==> config.mk <==
export PLATFORM = sky130hd
export DESIGN_NAME = md_issue_ctrl_flat
export DESIGN_NICKNAME = d
export VERILOG_FILES = /design/src/rtl/md_issue_ctrl_if.sv /design/src/rtl/md_issue_ctrl.sv /design/src/flat_wrapper.sv
export SDC_FILE = /design/constraint.sdc
export NUM_CORES = 1
export LEC_CHECK = 0
export ABC_AREA = 1
export BUFFER_PORTS_ARGS = -buffer_cell sky130_fd_sc_hd__buf_2
export CORE_UTILIZATION = 45
export DETAILED_ROUTE_END_ITERATION = 10
export PLACE_DENSITY = 0.75
export SLEW_MARGIN = 20
export SYNTH_ARGS = -nofsm -noshare
export SYNTH_HDL_FRONTEND = slang
export SYNTH_SLANG_ARGS = --single-unit
==> constraint.sdc <==
create_clock -name clk -period 3.3 [get_ports clk]
set_input_delay 0.66 -clock clk [delete_from_list [all_inputs] [get_ports clk]]
set_output_delay 0.66 -clock clk [all_outputs]
set_load 0.05 [all_outputs]
==> src/rtl/md_issue_ctrl_if.sv <==
// -----------------------------------------------------------------------------
// md_issue_ctrl_if
// Link between the issue/stall controller and the HI/LO multiply-divide unit.
//   e_mdop   [2:0]  controller -> unit : MDop of the op presented this cycle
//   e_rop    [1:0]  controller -> unit : HILO_Rop (01 mfhi, 10 mflo)
//   md_req          controller -> unit : Req, kills the op presented this cycle
//   md_busy         unit -> controller : Busy
// master = controller side, slave = multiply-divide unit side.
// -----------------------------------------------------------------------------
interface md_issue_ctrl_if;
   logic [2:0] e_mdop;
   logic [1:0] e_rop;
   logic       md_req;
   logic       md_busy;

   modport master (
      output e_mdop,
      output e_rop,
      output md_req,
      input  md_busy
   );

   modport slave (
      input  e_mdop,
      input  e_rop,
      input  md_req,
      output md_busy
   );
endinterface

==> src/rtl/md_issue_ctrl.sv <==
// -----------------------------------------------------------------------------
// md_issue_ctrl
// Issue/stall controller on the pipeline side of the HI/LO multiply-divide
// unit. The D-stage mult/div or HI/LO-access class is registered into E and
// presented to the unit from there. D is stalled while the unit would still be
// busy, and the local latency model is cross-checked against the unit's Busy.
//
// Parameters
//   MUL_LAT  cycles the unit stays busy after the issue edge of mult/multu
//   DIV_LAT  cycles the unit stays busy after the issue edge of div/divu
// Ports
//   clk       in   rising-edge clock
//   reset     in   asynchronous active-low reset (0 = reset)
//   d_mdop    in   D-stage op: 0 none,1 mult,2 multu,3 div,4 divu,5 mthi,6 mtlo
//   d_rop     in   D-stage HI/LO read: 01 mfhi, 10 mflo
//   hold      in   stall from another hazard source (D frozen, bubble into E)
//   req       in   exception/interrupt request, kills the E-stage op
//   unit      if   master side of md_issue_ctrl_if (e_mdop/e_rop/md_req/md_busy)
//   stall_d   out  freeze D, insert bubble into E
//   sync_err  out  sticky flag: latency model disagreed with md_busy
// -----------------------------------------------------------------------------
module md_issue_ctrl #(
   parameter int MUL_LAT = 5,
   parameter int DIV_LAT = 10
) (
   input  logic                   clk,
   input  logic                   reset,
   input  logic [2:0]             d_mdop,
   input  logic [1:0]             d_rop,
   input  logic                   hold,
   input  logic                   req,
   md_issue_ctrl_if.master        unit,
   output logic                   stall_d,
   output logic                   sync_err
);

   localparam int MAX_LAT = (MUL_LAT > DIV_LAT) ? MUL_LAT : DIV_LAT;
   localparam int CNT_W   = $clog2(MAX_LAT + 1);

   typedef enum logic [1:0] {
      ST_IDLE  = 2'd0,
      ST_ISSUE = 2'd1,
      ST_WAIT  = 2'd2
   } state_t;

   logic [2:0]       em_q, em_d;
   logic [1:0]       er_q, er_d;
   logic [CNT_W-1:0] cnt_q, cnt_d;
   state_t           state_q, state_d;
   logic             sync_err_q, sync_err_d;

   logic [2:0]       d_mdop_s;
   logic [1:0]       d_rop_s;
   logic             is_md_d;
   logic             busy_pred;
   logic             bubble;
   logic             e_live;
   logic [2:0]       e_mdop_w;
   logic             e_is_mul;
   logic             e_is_div;

   // Reserved encodings behave exactly like "no op".
   assign d_mdop_s = (d_mdop == 3'd7) ? 3'd0 : d_mdop;
   assign d_rop_s  = (d_rop  == 2'd3) ? 2'd0 : d_rop;

   // ---- D stage: hazard detection ----
   assign is_md_d   = (d_mdop_s != 3'd0) | (d_rop_s != 2'd0);
   // Busy during the issue cycle itself plus the LAT cycles counted after it.
   assign busy_pred = (cnt_q != '0) | (e_mdop_w != 3'd0);
   assign stall_d   = is_md_d & busy_pred;
   assign bubble    = stall_d | hold | req;

   always_comb begin
      em_d = d_mdop_s;
      er_d = d_rop_s;
      if (bubble) begin
         em_d = 3'd0;
         er_d = 2'd0;
      end
   end

   // ---- E stage: op presented to the unit, latency counter ----
   assign e_is_mul = (e_mdop_w == 3'd1) | (e_mdop_w == 3'd2);
   assign e_is_div = (e_mdop_w == 3'd3) | (e_mdop_w == 3'd4);

   always_comb begin
      cnt_d = cnt_q;
      if (e_is_mul) begin
         cnt_d = CNT_W'(MUL_LAT);
      end else if (e_is_div) begin
         cnt_d = CNT_W'(DIV_LAT);
      end else if (cnt_q != '0) begin
         cnt_d = cnt_q - CNT_W'(1);
      end
   end

   assign sync_err_d = sync_err_q | (unit.md_busy != busy_pred);

   always_ff @(posedge clk or negedge reset) begin
      if (!reset) begin
         em_q       <= 3'd0;
         er_q       <= 2'd0;
         cnt_q      <= '0;
         sync_err_q <= 1'b0;
      end else begin
         em_q       <= em_d;
         er_q       <= er_d;
         cnt_q      <= cnt_d;
         sync_err_q <= sync_err_d;
      end
   end

   // FSM state register
   always_ff @(posedge clk or negedge reset) begin
      if (!reset) begin
         state_q <= ST_IDLE;
      end else begin
         state_q <= state_d;
      end
   end

   // FSM next state. A new op can never load during ISSUE/WAIT of a busy op
   // because the stall turns it into a bubble, so only ISSUE re-checks em_d.
   always_comb begin
      state_d = state_q;
      unique case (state_q)
         ST_IDLE: begin
            if (em_d != 3'd0) state_d = ST_ISSUE;
         end
         ST_ISSUE: begin
            if (e_is_mul | e_is_div) begin
               state_d = ST_WAIT;
            end else if (em_d != 3'd0) begin
               state_d = ST_ISSUE;
            end else begin
               state_d = ST_IDLE;
            end
         end
         ST_WAIT: begin
            if (cnt_q == CNT_W'(1)) state_d = ST_IDLE;
         end
         default: state_d = ST_IDLE;
      endcase
   end

   // FSM outputs: the E op reaches the unit only in its issue cycle and only
   // when no exception kills it. em_q is nonzero only in ISSUE, so this equals
   // gating em_q with req.
   always_comb begin
      e_live = 1'b0;
      if ((state_q == ST_ISSUE) && !req) e_live = 1'b1;
   end

   assign e_mdop_w    = e_live ? em_q : 3'd0;

   assign unit.e_mdop = e_mdop_w;
   assign unit.e_rop  = er_q;
   // Held at 0 during reset so every output is quiet while reset is asserted.
   assign unit.md_req = req & reset;
   assign sync_err    = sync_err_q;

endmodule

==> src/flat_wrapper.sv <==
// flat-port wrapper written by rule: the top's interface ports become plain ports
module md_issue_ctrl_flat 
#(
   parameter int MUL_LAT = 5,
   parameter int DIV_LAT = 10
)
  (clk, reset, d_mdop, d_rop, hold, req, stall_d, sync_err, unit_e_mdop, unit_e_rop, unit_md_req, unit_md_busy);
  md_issue_ctrl_if unit_i ();
  input  logic clk;
  input  logic reset;
  input  logic [2:0] d_mdop;
  input  logic [1:0] d_rop;
  input  logic hold;
  input  logic req;
  output logic stall_d;
  output logic sync_err;
  output wire logic [$bits(unit_i.e_mdop)-1:0] unit_e_mdop;
  output wire logic [$bits(unit_i.e_rop)-1:0] unit_e_rop;
  output wire logic [$bits(unit_i.md_req)-1:0] unit_md_req;
  input wire logic [$bits(unit_i.md_busy)-1:0] unit_md_busy;
  assign unit_e_mdop = unit_i.e_mdop;
  assign unit_e_rop = unit_i.e_rop;
  assign unit_md_req = unit_i.md_req;
  assign unit_i.md_busy = unit_md_busy;
  md_issue_ctrl #(.MUL_LAT(MUL_LAT), .DIV_LAT(DIV_LAT)) u_core (.clk(clk), .reset(reset), .d_mdop(d_mdop), .d_rop(d_rop), .hold(hold), .req(req), .unit(unit_i), .stall_d(stall_d), .sync_err(sync_err));
endmodule
### Yosys cells after proc, flatten, opt, wreduce, memory -nomap -nowiden

Index checks and enable logic that the tools add are counted.

| storage, ports and cells | value |
|---|---|
| bits in registers | 12 |
| input port bits | 10 |
| output and inout bits | 8 |
| logic and storage cells | 52 |

| cells by class | value |
|---|---|
| $add $sub $neg | 1 |
| equal/unequal tests | 12 |
| muxes and demuxes | 14 |
| bitwise logic cells | 10 |
| reduce and logical (&&, ||, !) cells | 10 |

Operators by type and width:

| kind | count |
|---|---|
| 4-bit two-way mux | 3 |
| 3-bit nonzero test | 4 |
| 2-bit two-way mux | 5 |
| 3-bit two-way mux | 3 |
| 1-bit bitwise OR | 8 |
| 3-bit by 2-bit == test with 1-bit output (second input constant) | 2 |
| 3-bit == test (second input constant) | 2 |
| 2-bit one-hot mux with 3 select lines | 1 |
| 2-bit == test (second input constant) | 2 |
| 4-bit by 1-bit == test with 1-bit output (second input constant) | 1 |
| 2-bit by 1-bit inequality test with 1-bit output (second input constant) | 2 |
| 4-bit nonzero test | 1 |
| 4-bit by 1-bit subtractor with 4-bit output (second input constant) | 1 |
| 3-bit by 1-bit == test with 1-bit output (second input constant) | 1 |
| 1-bit bitwise AND | 2 |
| 2-bit by 1-bit == test with 1-bit output (second input constant) | 1 |
| 2-bit logical NOT | 1 |
| 1-bit two-way mux | 2 |
| 2-bit AND reduction | 1 |
| 2-bit nonzero test | 1 |
| 1-bit logical AND | 1 |
| 1-bit logical NOT | 1 |
| 1-bit inequality test | 1 |

### Longest topological paths before layout

| depth | value |
|---|---|
| depth in word-level cells | 14 |
| depth in mapped cells | 9 |

### Worst setup path before layout

OpenSTA, ideal clock, no wires.

| timing | value |
|---|---|
| kind | input port to output port |
| start point | in req |
| end point | out unit_e_mdop[1] |
| arrival time | 1.546 ns |
| data required time | 2.640 ns |
| path slack | 1.094 ns |
| stages | 3 |
| cells stage by stage | nor3_4 -> inv_1 -> nor2_1 |

| on the way | value |
|---|---|
| word-level cells in the longest chain between the ends | 4 |

Ends and longest elaborated chain:

| element | RTL line | text |
|---|---|---|
| start, declared | flat_wrapper.sv:14 | `input logic req;` |
| 1-bit logical NOT | md_issue_ctrl.sv:151 | `if ((state_q == ST_ISSUE) && !req) e_live = 1'b1;` |
| 1-bit logical AND | md_issue_ctrl.sv:151 |  |
| 1-bit two-way mux | md_issue_ctrl.sv:151 |  |
| 3-bit two-way mux | md_issue_ctrl.sv:154 | `assign e_mdop_w = e_live ? em_q : 3'd0;` |
| end, declared | flat_wrapper.sv:17 | `output wire logic [$bits(unit_i.e_mdop)-1:0] unit_e_mdop;` |

Every way passes these cells.

### Final worst setup path

| timing | value |
|---|---|
| start point | reg u_core.cnt_q[0] |
| end point | out stall_d |

| on the way | value |
|---|---|
| word-level cells in the longest chain between the ends | 3 |

Ends and longest elaborated chain:

| element | RTL line | text |
|---|---|---|
| start, declared | md_issue_ctrl.sv:48 | `logic [CNT_W-1:0] cnt_q, cnt_d;` |
| start signal, assigned | md_issue_ctrl.sv:108 | `cnt_q <= cnt_d;` |
| 4-bit nonzero test | md_issue_ctrl.sv:69 | `assign busy_pred = (cnt_q != '0) \| (e_mdop_w != 3'd0);` |
| 1-bit bitwise OR | md_issue_ctrl.sv:69 |  |
| 1-bit bitwise AND | md_issue_ctrl.sv:70 | `assign stall_d = is_md_d & busy_pred;` |
| end, declared | flat_wrapper.sv:15 | `output logic stall_d;` |

Every way passes these cells.

==> results.cfg <==
[sta]
rsz_0062_raised_after_global_routing = no
final.min_clock_period_ns = 2.411
slew_violations = 0
post_route_fraction_of_the_period_consumed_by_the_critical_path = 0.7305
timing.fmax_ghz = 0.4148
timing_worst_slew_pin_value_ns = 0.3278
slew-limit-headroom = 0.7787
finalHoldViolCount = 0
fin_ws_ns = 0.8893
fin_setup_tns_ns = 0
finalClockSkew_ns = 0.0006909
final-setup-viol-count = 0

[detailed_routing]
drcViolationCount = 0
drt.antenna.violating_nets = 0
vias_per_cell = 4.776
detail_route.wl_per_cell_um = 10.33
drt_first_iter_violations = 7
drt_pre_antenna_iters = 4
routed_wirelength_um = 1291
route.vias.total = 597

[worst_setup_path]
path_common_cell = sky130_fd_sc_hd__inv_1
worst-endpoint-arrival_ns = 1.75
cell_type_of_the_slowest_stage_on_the_worst_timing_path = sky130_fd_sc_hd__dfrtp_1
critPathMaxStageDelay_ns = 0.41
worst-endpoint-required_ns = 2.64
crit_path_cell_trace = inv_1 > ha_1 > nand3_1 > inv_1 > nand3_2 > nand2_1 > inv_1 > buf_2
critPathKind = reg2out
crit_fanout = 6
setup.worst_path.end_class = output port
critPathLaunchType = flop

[final_layout]
final_cells = 125
areaGrowthSynthToFinish_pct = 19.62
design.final.nets = 124
nFillCells = 150
layout.core_utilization = 0.5723
post_route_cells_drive_above_1_share = 0.2477
insertedDiodeCount = 0

[clocking]
clock_tree.buffer_depth = 2
clk_latency_ns = 0.27
clk_pin_slew_worst_paths_ns = 0.07
count_of_hold_buffers_inserted_by_post_cts_repair = 0
numClockSinks = 12
tritoncts = built
cts_htree_levels = 1
post_cts.repair.setup_buffers = 0
clock-root-buffer = sky130_fd_sc_hd__clkbuf_4
numCtsBuffers = 3
post_cts_resized = 0

[pwr]
internal_power_uw = 323.3
totalPowerFinal_uw = 516.2
netSwitchingFraction = 0.3737
ir_drop_uv = 292.8
clock_power_share = 0.226
power_switching_uw = 192.9
static_power_due_to_leakage_nw = 0.5223
combinationalPowerShare = 0.392
power_per_cell_area_nw_per_um2 = 598.7
power_frac_seq = 0.382

[synth]
seq_area_frac_synth = 0.4167
synth_simple_gate_area_share = 0.2500
synthXorXnorAreaFrac = 0.03646
ys_ff_latch = 12
asyncSetResetFlopFracSynth = 1.000
synth_mux_area_frac = 0
synth_top_area_frac = 0.4167
synth_top_family_by_area = simple AND/OR/NAND/NOR gates
synth_edf_count = 0
ys_top_cells_by_count = 25 x sky130_fd_sc_hd__inv_1, 12 x sky130_fd_sc_hd__dfrtp_1, 10 x sky130_fd_sc_hd__nand2_1, 10 x sky130_fd_sc_hd__nor2_1, 8 x sky130_fd_sc_hd__nand3_1
synth_nets = 102
synth_top_area_cell = sky130_fd_sc_hd__dfrtp_1
dominantRegCellSynth = sky130_fd_sc_hd__dfrtp_1
compound_cell_area_share_of_the_yosys_netlist = 0.09722
synth_top_area_cells = sky130_fd_sc_hd__dfrtp_1 42%, sky130_fd_sc_hd__inv_1 13%, sky130_fd_sc_hd__ha_1 6.9%, sky130_fd_sc_hd__nand3_1 5.6%, sky130_fd_sc_hd__nand2_1 5.2%
synth-adder-area-share = 0.06944
yosys.cell_types.count = 20
synthesis.yosys.warnings = 0
synthMostInstantiatedCell = sky130_fd_sc_hd__inv_1
synth_cells = 88
syn_area_um2 = 720.7
average_instance_area_after_synthesis_um2 = 8.190

[floorplanning]
placeable_core_area_um2 = 1506
die-width_um = 42.02
die_area_um2 = 1766
die_y_um = 42.02
row_count = 14
ios = 18
start_util = 0.4784

[global_route]
grt.met3_usage = 0.03879
grt_first_pass_wirelength_um = 2359
routing_layer_with_the_top_usage_in_global_route = met2
grt_pass1_vias = 580
grtUsageMet2 = 0.3156
grtUsageTotal = 0.1831
groute.layer.met1.usage = 0.2051
global_route.overflow_total = 0
grt_start_max_net_pins = 14
grt_antenna_before_repair = 0

[run]
max_cap_violation_count = 0

[placement]
routability_congestion_estimate = 0.7750
place.detailed.hpwl_um = 1058
placement.setup.worst_slack_ns = 0.9830
placed_cells_incl_taps = 121
numPortBuffers = 17

[outcome]
outcome = complete, no violations

[min_path]
hold_path.class = in2async
[metrics by stage]
| stage | hold WS (ns) | area [um2] |
|---|---|---|
| after global placement | 0.4515 | 825.8 |
| after floorplan | 0.3644 | 720.7 |
| after global routing | 0.2640 | 862.1 |
| after CTS | 0.2531 | 862.1 |
| final | 0.2502 | 862.1 |
| after detailed placement | 0.4634 | 825.8 |
[power groups by stage]
| stage | clock [mW] | combinational [mW] | sequential (mW) |
|---|---|---|---|
| final | 0.117 | 0.202 | 0.197 |
| after global routing | 0.126 | 0.237 | 0.200 |
| after floorplan | 0 | 0.157 | 0.199 |
| after global placement | 0 | 0.194 | 0.198 |
| after CTS | 0.120 | 0.206 | 0.198 |
| after detailed placement | 0 | 0.204 | 0.200 |
[path summary, 6_finish.rpt]
kind / from / end / slack [ns] / depth (start not counted)
hold reg to reg: u_core.sync_err / u_core.sync_err / 0.48 / 1
hold / removal: reset / u_core.cnt_q[3] / 0.25 / 1
setup / recovery: u_core.cnt_q[0] / stall_d / 0.89 / 8
max in group asynchronous: reset / u_core.state_q[1] / 2.84 / 1
min in group clk: u_core.sync_err / u_core.sync_err / 0.48 / 1
setup reg to reg: u_core.cnt_q[0] / u_core.em_q[1] / 1.75 / 8
[routing by layer]
layer / vias up / part of all wire
met3: 4 / 0.026
li1: 310 / -
met1: 270 / 0.43
met4: 0 / 0.023
met5: - / 0
met2: 13 / 0.52
[logic make-up after synthesis]
group / count (synthesis)
compound gates: 9
xor+xnor: 3
fa+ha+maj: 4
buf+inv: 25
flops: 12
simple gates: 35
[sequential cells by signal, indices dropped and copies added (netlist names)]
name and count:
u_core.cnt_q 4, u_core.em_q 3, u_core.state_q 2, u_core.unit.e_rop 2, u_core.sync_err 1
[area by class of cell]
class,count,area (um2),area share
Sequential cell,12,300.3,0.3483
Clock buffer,4,36.28,0.04209
Timing Repair Buffer,17,85.08,0.09869
Tap cell,16,20.02,0.02322
Inverter,25,93.84,0.1089
Multi-Input combinational cell,51,326.6,0.3788
[worst max-delay path, delay by kind of cell (launching register included)]
kind / cells / cell delay (ns)
buffers and inverters: 4 / 0.46
AND/OR/NAND/NOR: 3 / 0.42
adder cells (fa/ha/maj): 1 / 0.19
flip-flops: 1 / 0.41
[layout by cell type, fill, tap and decap left out]
cell type,count
sky130_fd_sc_hd__nand3b_2,1
sky130_fd_sc_hd__o211ai_2,1
sky130_fd_sc_hd__nor3_4,1
sky130_fd_sc_hd__inv_1,25
sky130_fd_sc_hd__dfrtp_1,12
sky130_fd_sc_hd__ha_1,4
sky130_fd_sc_hd__clkbuf_4,3
sky130_fd_sc_hd__a21boi_0,1
sky130_fd_sc_hd__o21ai_1,2
sky130_fd_sc_hd__nand3_2,1
sky130_fd_sc_hd__o311ai_0,1
sky130_fd_sc_hd__buf_2,17
sky130_fd_sc_hd__nand3_1,8
sky130_fd_sc_hd__nand2_2,1
sky130_fd_sc_hd__o21ai_0,1
sky130_fd_sc_hd__nand2_1,10
sky130_fd_sc_hd__or2_0,1
sky130_fd_sc_hd__o21ai_4,1
sky130_fd_sc_hd__xor2_1,3
sky130_fd_sc_hd__clkbuf_8,1
sky130_fd_sc_hd__nor2_1,10
sky130_fd_sc_hd__a21oi_1,2
sky130_fd_sc_hd__nand3b_1,2
Note: power is estimated with default switching activity, not from simulation.
